===== src/rtl/uart_cmd_decoder.sv =====
// UART command decoder: parses WRITE/FILL/PING packets into framebuffer writes
// and answers every packet with a single ACK/NAK byte.
module uart_cmd_decoder #(
    parameter int unsigned FB_WORDS     = 64000,
    parameter int unsigned ADDR_W       = 16,
    parameter int unsigned TIMEOUT_CLKS = 250000
) (
    input  logic              clk,
    input  logic              reset,
    input  logic [7:0]        rx_data,
    input  logic              rx_data_valid,
    output logic              wr_en,
    output logic [ADDR_W-1:0] wr_addr,
    output logic [7:0]        wr_data,
    output logic              fill_busy,
    output logic [7:0]        tx_data,
    output logic              tx_start,
    input  logic              tx_busy,
    output logic [7:0]        err_count
);

    typedef enum logic [2:0] {
        StIdle,
        StAddrHi,
        StAddrLo,
        StData,
        StFillColor,
        StFill,
        StResp
    } state_e;

    localparam int unsigned       TimerW   = $clog2(TIMEOUT_CLKS) + 1;
    localparam logic [TimerW-1:0] TimerMax = TimerW'(TIMEOUT_CLKS - 1);
    localparam logic [ADDR_W-1:0] LastAddr = ADDR_W'(FB_WORDS - 1);
    localparam logic [7:0]        Ack      = 8'h06;
    localparam logic [7:0]        Nak      = 8'h15;

    state_e              state_q;
    logic [15:0]         addr_q;
    logic [7:0]          resp_q;
    logic [TimerW-1:0]   timer_q;
    logic [7:0]          err_q, err_d;
    logic                wr_en_q, fill_busy_q, tx_start_q;
    logic [ADDR_W-1:0]   wr_addr_q;
    logic [7:0]          wr_data_q, tx_data_q;
    logic                in_pkt, timeout_hit, addr_ok, err_inc;

    always_comb begin
        in_pkt      = (state_q == StAddrHi) || (state_q == StAddrLo) ||
                      (state_q == StData) || (state_q == StFillColor);
        timeout_hit = in_pkt && !rx_data_valid && (timer_q == TimerMax);
        addr_ok     = 32'(addr_q) < FB_WORDS;
        err_inc     = 1'b0;
        unique case (state_q)
            StIdle:      err_inc = rx_data_valid &&
                                   !(rx_data inside {8'h01, 8'h02, 8'h03});
            StAddrHi,
            StAddrLo,
            StFillColor: err_inc = timeout_hit;
            StData:      err_inc = timeout_hit || (rx_data_valid && !addr_ok);
            StFill,
            StResp:      err_inc = rx_data_valid;
            default:     err_inc = 1'b0;
        endcase
        // A single flag per cycle, so coincident error sources count once
        err_d = (err_inc && err_q != 8'hff) ? err_q + 8'd1 : err_q;
    end

    always_ff @(posedge clk) begin
        if (reset) begin
            state_q     <= StIdle;
            addr_q      <= '0;
            resp_q      <= '0;
            timer_q     <= '0;
            err_q       <= '0;
            wr_en_q     <= 1'b0;
            wr_addr_q   <= '0;
            wr_data_q   <= '0;
            fill_busy_q <= 1'b0;
            tx_start_q  <= 1'b0;
            tx_data_q   <= '0;
        end else begin
            err_q      <= err_d;
            wr_en_q    <= 1'b0;
            tx_start_q <= 1'b0;
            timer_q    <= '0;
            if (in_pkt && !rx_data_valid && !timeout_hit) begin
                timer_q <= timer_q + TimerW'(1);
            end
            if (timeout_hit) begin
                resp_q  <= Nak;
                state_q <= StResp;
            end
            case (state_q)
                StIdle: begin
                    if (rx_data_valid) begin
                        case (rx_data)
                            8'h01:   state_q <= StAddrHi;
                            8'h02:   state_q <= StFillColor;
                            8'h03: begin
                                resp_q  <= Ack;
                                state_q <= StResp;
                            end
                            default: begin
                                resp_q  <= Nak;
                                state_q <= StResp;
                            end
                        endcase
                    end
                end
                StAddrHi: begin
                    if (rx_data_valid) begin
                        addr_q[15:8] <= rx_data;
                        state_q      <= StAddrLo;
                    end
                end
                StAddrLo: begin
                    if (rx_data_valid) begin
                        addr_q[7:0] <= rx_data;
                        state_q     <= StData;
                    end
                end
                StData: begin
                    if (rx_data_valid) begin
                        if (addr_ok) begin
                            wr_en_q   <= 1'b1;
                            wr_addr_q <= ADDR_W'(addr_q);
                            wr_data_q <= rx_data;
                            resp_q    <= Ack;
                        end else begin
                            resp_q <= Nak;
                        end
                        state_q <= StResp;
                    end
                end
                StFillColor: begin
                    // The first fill write is issued together with fill_busy
                    if (rx_data_valid) begin
                        wr_en_q     <= 1'b1;
                        wr_addr_q   <= '0;
                        wr_data_q   <= rx_data;
                        fill_busy_q <= 1'b1;
                        state_q     <= StFill;
                    end
                end
                StFill: begin
                    if (wr_addr_q == LastAddr) begin
                        fill_busy_q <= 1'b0;
                        resp_q      <= Ack;
                        state_q     <= StResp;
                    end else begin
                        wr_en_q   <= 1'b1;
                        wr_addr_q <= wr_addr_q + ADDR_W'(1);
                    end
                end
                StResp: begin
                    if (!tx_busy) begin
                        tx_start_q <= 1'b1;
                        tx_data_q  <= resp_q;
                        state_q    <= StIdle;
                    end
                end
                default: state_q <= StIdle;
            endcase
        end
    end

    assign wr_en     = wr_en_q;
    assign wr_addr   = wr_addr_q;
    assign wr_data   = wr_data_q;
    assign fill_busy = fill_busy_q;
    assign tx_start  = tx_start_q;
    assign tx_data   = tx_data_q;
    assign err_count = err_q;

endmodule


===== config.mk =====
export PLATFORM = sky130hd
export DESIGN_NAME = uart_cmd_decoder
export DESIGN_NICKNAME = d
export VERILOG_FILES = /design/src/rtl/uart_cmd_decoder.sv
export SDC_FILE = /design/constraint.sdc
export NUM_CORES = 1
export LEC_CHECK = 0
export ABC_AREA = 0
export CORE_MARGIN = 2
export CORE_UTILIZATION = 66
export CTS_CLUSTER_DIAMETER = 80
export DETAILED_ROUTE_END_ITERATION = 10
export DONT_BUFFER_PORTS = 1
export PLACE_DENSITY = 0.82
export SLEW_MARGIN = 20
export SYNTH_ARGS = -nofsm -noshare
export SYNTH_HDL_FRONTEND = slang
export SYNTH_SLANG_ARGS = --single-unit

===== constraint.sdc =====
create_clock -name clk -period 4 [get_ports clk]
set_clock_uncertainty 0.05 [all_clocks]
set_input_delay 0.8 -clock clk [delete_from_list [all_inputs] [get_ports clk]]
set_output_delay 0.8 -clock clk [all_outputs]
set_load 0.02 [all_outputs]

# Yosys cells after proc, flatten, opt, wreduce, memory -nomap -nowiden
# Index checks and enable logic that the tools add are counted.
[word_totals] in_bits=12 reg_bits=89
[op_classes] muxes=36 n_lt_le_gt_ge=1 n_eq_ne=17 n_bitwise=3 n_reduce_logical=30 addsub=3
[op_table] operator="2-to-1 mux 16 bit" count=4
[op_table] operator="2-to-1 mux 8 bit" count=7
[op_table] operator="one-hot mux 16 bit (3 select lines)" count=1
[op_table] operator="one-hot mux 8 bit (2 select lines)" count=2
[op_table] operator="2-to-1 mux 3 bit" count=8
[op_table] operator="one-hot mux 8 bit (3 select lines)" count=1
[op_table] operator="one-hot mux 3 bit (7 select lines)" count=1
[op_table] operator="adder 19 x 1 -> 19 bit, second input constant" count=1
[op_table] operator="== test 19 x 18 -> 1 bit, second input constant" count=1
[op_table] operator="adder 16 x 1 -> 16 bit, second input constant" count=1
[op_table] operator="== test 16 bit, second input constant" count=1
[op_table] operator="== test 8 x 2 -> 1 bit, second input constant" count=2
[op_table] operator="less-than comparator 16 bit, second input constant" count=1
[op_table] operator="inequality test 2 bit, second input constant" count=5
[op_table] operator="== test 3 bit, second input constant" count=3
[op_table] operator="adder 8 x 1 -> 8 bit, second input constant" count=1
[op_table] operator="== test 8 x 1 -> 1 bit, second input constant" count=1
[op_table] operator="inequality test 8 bit, second input constant" count=1
[op_table] operator="OR reduction 2 bit" count=4
[op_table] operator="2-to-1 mux 1 bit" count=7
[op_table] operator="== test 3 x 2 -> 1 bit, second input constant" count=2
[op_table] operator="logical AND 1 bit" count=6
[op_table] operator="one-hot mux 3 bit (2 select lines)" count=1
[op_table] operator="AND reduction 2 bit" count=3
[op_table] operator="15 further kinds" count=25

# Longest topological paths before layout
# Gate-level depths: netlist of run 1.
[logic_depth] depth_word=10 depth_mapped=10

# Worst setup path after synthesis of run 1
# OpenSTA, ideal clock, no wires.
[synth_path] path_type="input port to flip-flop" startpoint="input port rx_data_valid" endpoint="register err_q[4], in the netlist err_count[4]" path_stages=7 path_buffers=2 arrival_ps=2454 setup_time_ps=123 path_slack_ps=1373 cell_sequence="clkbuf_1 or3b_1 or3_1 buf_6 a31oi_4 nand4_1 mux2_1"
[synth_via] elab_chain_cells=6
[synth_rtl] item="start: declaration" line="11" rtl="input logic rx_data_valid,"
[synth_rtl] item="logical NOT 1 bit" line="51" rtl="timeout_hit = in_pkt && !rx_data_valid && (timer_q == TimerMax);"
[synth_rtl] item="logical AND 1 bit (2 in a row)" line="51"
[synth_rtl] item="logical OR 1 bit" line="60" rtl="StData: err_inc = timeout_hit || (rx_data_valid && !addr_ok);"
[synth_rtl] item="one-hot mux 1 bit (4 select lines) (*)" line="54" rtl="unique case (state_q)"
[synth_rtl] item="logical AND 1 bit (*)" line="66" rtl="err_d = (err_inc && err_q != 8'hff) ? err_q + 8'd1 : err_q;"
[synth_rtl] item="end signal: assignment" line="83" rtl="err_q <= err_d;"
[synth_rtl] item="end: declaration" line="42" rtl="logic [7:0] err_q, err_d;"
# Every way passes the cells marked *; elsewhere a longest branch is shown, timed or not.
# A chain may end at the register's enable or synchronous reset.

# Final worst setup path of run 1
[layout_path] startpoint="register state_q[2]" endpoint="register err_q[4], in the netlist err_count[4]"
[layout_via] elab_chain_cells=9
[layout_rtl] item="start: declaration" line="38" rtl="state_e state_q;"
[layout_rtl] item="start signal: assignment" line="71" rtl="state_q <= StIdle;"
[layout_rtl] item="start signal: assignment" line="92" rtl="state_q <= StResp;"
[layout_rtl] item="start signal: assignment" line="98" rtl="8'h01: state_q <= StAddrHi;"
[layout_rtl] item="== test 3 x 1 -> 1 bit or == test 3 x 2 -> 1 bit (tied branches)" line="49, 54"
[layout_rtl] item="logical OR 1 bit (2 in a row)" line="49" rtl="in_pkt = (state_q == StAddrHi) || (state_q == StAddrLo) ||"
[layout_rtl] item="logical OR 1 bit" line="50" rtl="(state_q == StData) || (state_q == StFillColor);"
[layout_rtl] item="logical AND 1 bit (2 in a row)" line="51"
[layout_rtl] item="logical OR 1 bit" line="60"
[layout_rtl] item="one-hot mux 1 bit (4 select lines) (*)" line="54"
[layout_rtl] item="logical AND 1 bit (*)" line="66"
# Marked as above.

==> flow_summary.yaml, run 1 <==
power_and_ir_drop:
  max_vdd_drop_mv: 0.306
  power.leakage_nw: 1.45
  report.power.total_mw: 1.84
  power_per_standard_cell_area_nw_per_um2: 425
critical_path:
  critPathCaptureType: "flop"
  worstPathMaxFanout: 17
  critPathSlowestCell: "dfxtp_1"
  required_ps: 4190
  setup.worst_path.start_class: "flop"
  critPathArrivalTime_ps: 2960
  critical_path.max_stage_delay_ps: 640
  timing.critical_path.max_delay_family: "simple AND/OR/NAND/NOR gates"
  worst-path-buf-inv: 0
  crit_type: "flop to flop"
  crit_chain: "nor3_1, or3b_1, or3_1, a31oi_4, nand4_1, mux2_1"
cts:
  cts.hold.buffers_added: 0
  clock_tree_from_tritoncts: "done"
  clk_root_buffer_cell: "clkbuf_8"
  clkSlewWorstSetupHoldPaths_ps: 80
  clk-insertion-delay-late_ps: 350
  postCtsSetupBuffers: 0
  htreeDepth: 3
  cts-buffers-inserted: 9
  cts-root-to-sink-buffers: 2
  cts_sinks: 89
  cts_repair_resize_count: 0
drt:
  drt_first_pass_iters: 5
  post_detailed_routing_wire_length_mm: 8.89
  drt-initial-drc-count: 407
  wirelength_per_cell_microns: 15.6
  drc_errors: 0
  ant_nets: 0
  viasPerCell: 6.12
  via_count: 3492
die:
  design.portCount: 55
  die_height_microns: 83.2
  initial_utilization_pct: 69.0
  placementRows: 28
  coreArea_sq_um: 5990
  die_area_sq_um: 6910
  chipWidth_microns: 83.2
finish:
  layout-area-overhead-vs-synth_pct: 4.33
  share_of_the_core_filled_with_cells_in_the_final_layout_pct: 72.0
  finalNonFillerCells: 571
  layout.nets: 506
  drive_gt1_share_pct: 4.64
  diodes: 0
  fill_cells: 486
yosys:
  synth-edff-count: 0
  synth_cell_type_count: 53
  syn-cell-area_sq_um: 4140
  syn-num-nets: 523
  synth-seq-area-share_pct: 43.1
  synth_flop_cell: "dfxtp_1"
  synthArstFlopShare_pct: 0
  yosys_warnings: 0
  postSynthAreaPerCell_sq_um: 8.14
  postSynthCellCount: 508
  synth_top_cell_area_share_pct: 43.1
  yosys_register_bits: 89
  synthTopCellsByArea: "dfxtp_1 43%, nor2_1 6.9%, nand2_1 5.8%"
  post-synth-top-area-cell: "dfxtp_1"
job:
  timing.max_cap.violations: 0
status:
  status: "completed"
timing:
  hold_slack_ps: 385
  totalNegativeSetupSlack_ps: 0
  grt_setup_unrepaired: "false"
  post-route-period-util_pct: 69.2
  final-max-slew-violation-count: 0
  finalSetupViolations: 0
  worst_slew_margin_rel_pct: 47.1
  fmaxAchievable_mhz: 361
  post-route-min-period_ps: 2770
  report.final.hold_viol_count: 0
  tightestPinTransition_ps: 788
global_routing:
  grt_first_pass_wirelength_mm: 14.9
  grt_antenna_before_repair: 0
  groute.usage.overall_pct: 25.9
  grt_pass1_vias: 3090
  grt_start_max_net_pins: 70
  globalRouteOverflowTotal: 0
place:
  place.detailed.instances: 555
  gpl.final_weighted_congestion: 0.914
  dpl.hpwl_mm: 6.09
  placement.io_buffers: 0
min_path:
  hp-class: "flop to flop"
[synthesized netlist by cell type, drive strengths merged, types with 5 or more instances]
cell type	n
a211oi	5
a21oi	42
a221oi	7
and2	5
and3	5
buf	8
clkbuf	22
dfxtp	89
inv	14
mux2i	17
nand2	64
nand3	15
nand4	16
nor2	76
nor3	17
o21ai	19
xnor2	13
xor2	12
[per-stage QoR]
| stage | instance area (sq um) | setup WS [ps] |
|---|---|---|
| detailed placement | 4100 | 1240 |
| global route | 4310 | 1050 |
| finish | 4310 | 1230 |
| global placement | 4100 | 1230 |
| CTS | 4310 | 1270 |
| floorplan | 4140 | 1370 |
[power breakdown]
part / switching, mW / internal [mW] / leakage (nW)
sequential: 0.0702 / 0.921 / 0.720
clock: 0.308 / 0.349 / 0.106
combinational: 0.110 / 0.0769 / 0.620
total: 0.489 / 1.35 / 1.45
[path summary, 6_finish.rpt]
check | from | slack (ps) | end | cells past startpoint
setup / recovery | state_q[2]$_SDFF_PP0_ | 1230 | err_count[4]$_SDFFE_PP0P_ | 6
hold / removal | resp_q[3]$_SDFF_PP0_ | 380 | resp_q[3]$_SDFF_PP0_ | 2
setup reg to reg | state_q[2]$_SDFF_PP0_ | 1230 | err_count[4]$_SDFFE_PP0P_ | 6
hold reg to reg | resp_q[3]$_SDFF_PP0_ | 380 | resp_q[3]$_SDFF_PP0_ | 2
[worst min-delay path: cells and delay by family, from the launching register on]
family / cells / cell delay (ps)
buffers and inverters: 1 / 50
DFF: 1 / 320
and+or+nand+nor: 1 / 30
[placed cells by master (no fill, tap or decap), types with 4 or more instances in the layout]
cell      count
dfxtp_1      89
nor2_1       76
nand2_1      64
a21oi_1      42
o21ai_0      19
nor3_1       17
mux2i_1      17
nand4_1      16
nand3_1      15
inv_1        14
xnor2_1      13
xor2_1       12
clkbuf_8      9
a221oi_1      7
and3_1        5
and2_1        5
a211oi_1      5
and4_1        4
nor4_1        4
[routing by layer]
| layer | vias to the layer above | part of all wire (%) | GRT usage, % |
|---|---|---|---|
| met5 | - | 0 | 0 |
| met4 | 0 | 1.4 | 8.20 |
| met3 | 10 | 5.5 | 5.96 |
| met2 | 95 | 46 | 39.9 |
| met1 | 1637 | 48 | 36.3 |
| li1 | 1750 | - | - |
[cells by family after synthesis]
kind of cell / Yosys count / share of synthesized area (%)
muxes: 19 / 4.66
buffers and inverters: 44 / 4.66
adders and majority gates: 3 / 0.908
AOI/OAI and AO/OA: 102 / 15.9
xor gates and xnor gates: 25 / 5.30
DFF: 89 / 43.1
and+or+nand+nor: 226 / 25.4
[flip-flops by register name, summed over array words and instances, names as in the netlist]
register,flops
state_q,3
tx_start,1
err_count,8
wr_en,1
tx_data,8
resp_q,8
wr_data,8
fill_busy,1
addr_q,16
wr_addr,16
timer_q,19
[cell type report]
cell class / instances / area [sq um] / share of cell area [%]
multi-input cells: 375 / 2160 / 50.1
flip-flops and latches: 89 / 1780 / 41.3
clock buffers: 10 / 128 / 2.96
well taps: 75 / 93.8 / 2.18
clock inverters: 6 / 82.6 / 1.91
inverters: 14 / 52.6 / 1.22
repair buffers: 2 / 15.0 / 0.348
No activity file was read; power rests on OpenSTA's default activity.
==> run 2: changes to the inputs <==
Settings changed: CORE_UTILIZATION 66 to 63, PLACE_DENSITY 0.82 to 0.79.
Clock period 4 ns to 2.7 ns, I/O delays scaled along.
==> flow_summary.yaml, run 2 (synthesis gave the netlist of run 1 again) <==
status:
  status: "completed"
timing:
  fmaxAchievable_mhz: 416
  setup_slack_ps: 297
  grt_setup_unrepaired: "false"
  post-route-period-util_pct: 89.0
  worst_slew_margin_rel_pct: 47.8
  final-max-slew-violation-count: 0
  totalNegativeSetupSlack_ps: 0
  finalSetupViolations: 0
  post-route-min-period_ps: 2400
  report.final.hold_viol_count: 0
  tightestPinTransition_ps: 777
  hold_slack_ps: 200
critical_path:
  crit_path_start: "timer_q[0]$_SDFF_PP0_"
  setup.worst_path.start_class: "flop"
  worstReg2RegStart: "timer_q[0]$_SDFF_PP0_"
  critPathCapture: "err_count[3]$_SDFFE_PP0P_"
  critPathArrivalTime_ps: 2610
  critPathCaptureType: "flop"
  worstPathMaxFanout: 6
  required_ps: 2910
  crit_type: "flop to flop"
  worst_reg2reg_path_length_in_cells: 7
  r2r_setup_slack_ps: 300
  worst_r2r_endpoint: "err_count[3]$_SDFFE_PP0P_"
finish:
  layout.nets: 518
  share_of_the_core_filled_with_cells_in_the_final_layout_pct: 69.5
  drive_gt1_share_pct: 6.90
  layout.cells.most_common: "dfxtp_1"
  top_register: "timer_q"
  largest_register_ffs: 19
  most-common-layout-cells: "89 x dfxtp_1, 76 x nor2_1, 64 x nand2_1"
  finalNonFillerCells: 584
  fill_cells: 502
  diodes: 0
  layout-area-overhead-vs-synth_pct: 6.75
  layout.cell_area.non_filler_sq_um: 4410
place:
  placedInstanceArea_sq_um: 4180
  dpl.hpwl_mm: 6.18
  placement.io_buffers: 0
  preCtsSetupSlack_ps: 131
  gpl.final_weighted_congestion: 0.854
  place.detailed.instances: 567
global_routing:
  grt_first_pass_wirelength_mm: 15.2
  groute.usage.overall_pct: 25.7
  globalRouteOverflowTotal: 0
  grt_pass1_vias: 3264
  grt_start_max_net_pins: 70
  grt_antenna_before_repair: 0
cts:
  clk-insertion-delay-late_ps: 360
  htreeDepth: 3
  clock_tree_from_tritoncts: "done"
  clkSlewWorstSetupHoldPaths_ps: 90
  cts-buffers-inserted: 9
  cts_sinks: 89
  cts-root-to-sink-buffers: 2
  clk_root_buffer_cell: "clkbuf_8"
die:
  placementRows: 29
  initial_utilization_pct: 65.1
  die_height_microns: 85.0
  design.portCount: 55
  die_area_sq_um: 7230
  coreArea_sq_um: 6350
  chipWidth_microns: 85.0
drt:
  wirelength_per_cell_microns: 15.5
  drt-initial-drc-count: 218
  via_count: 3580
  ant_nets: 0
  drc_errors: 0
  viasPerCell: 6.13
  drt_first_pass_iters: 5
  post_detailed_routing_wire_length_mm: 9.05
power_and_ir_drop:
  power_per_standard_cell_area_nw_per_um2: 631
  power.leakage_nw: 1.51
  max_vdd_drop_mv: 0.480
  report.power.total_mw: 2.79
min_path:
  hp-class: "input port to flop"
job:
  timing.max_cap.violations: 0
[run 2: cell types whose count changed in the layout (fill, tap and decap cells not counted)]
cell | before | now
a21boi_1 | 0 | 1
clkbuf_8 | 9 | 10
clkinv_2 | 3 | 1
buf_4 | 2 | 14
a21boi_0 | 1 | 0
clkinvlp_4 | 1 | 2
clkbuf_1 | 1 | 0
[run 2: power breakdown]
part	internal [mW]	switching (mW)	leakage [nW]
Clock	0.540	0.468	0.104
Combinational	0.139	0.194	0.681
Sequential	1.36	0.0813	0.720
Total	2.04	0.743	1.51
[run 2: layout make-up]
cell class,count,area [sq um],share of cell area [%]
clock inverter,5,80.1,1.81
multi-input combinational,375,2160,49.0
tap,77,96.3,2.18
clock buffer,10,138,3.12
sequential,89,1780,40.4
inverter,14,52.6,1.19
timing repair buffer,14,105,2.38
[run 2: worst min path at each step]
| stage | from | depth (start not counted) | endpoint |
|---|---|---|---|
| 6_report | reset | 1 | err_count[1]$_SDFFE_PP0P_ |
| 5_1_grt | reset | 1 | err_count[5]$_SDFFE_PP0P_ |
| 4_1_cts | reset | 1 | tx_data[3]$_SDFFE_PP0P_ |
| 3_5_place_dp | resp_q[3]$_SDFF_PP0_ | 2 | resp_q[3]$_SDFF_PP0_ |
| 3_3_place_gp | resp_q[6]$_SDFF_PP0_ | 2 | resp_q[6]$_SDFF_PP0_ |
| 2_1_floorplan | resp_q[3]$_SDFF_PP0_ | 2 | resp_q[3]$_SDFF_PP0_ |
[run 2: metal layers]
layer / global-route usage, % / wire length [microns]
met1: 34.7 / 4050
met2: 39.6 / 4060
met3: 6.81 / 796
met4: 9.67 / 142
met5: 0 / 0
[run 2: worst max-delay path, cell delays in order (launching register included)]
cell and delay (ps):
dfxtp_1 380, ha_1 220, and3_1 230, nand4_1 170, or3_1 530, a31oi_4 240, nand4_1 140, mux2_1 340
[run 2: timing repair]
| item | CTS | global route |
|---|---|---|
| setup endpoints to repair | 0 | 2 |
| hold buffers | 0 | 0 |
| resized for setup | 0 | 0 |
| buffers inserted | 0 | 2 |
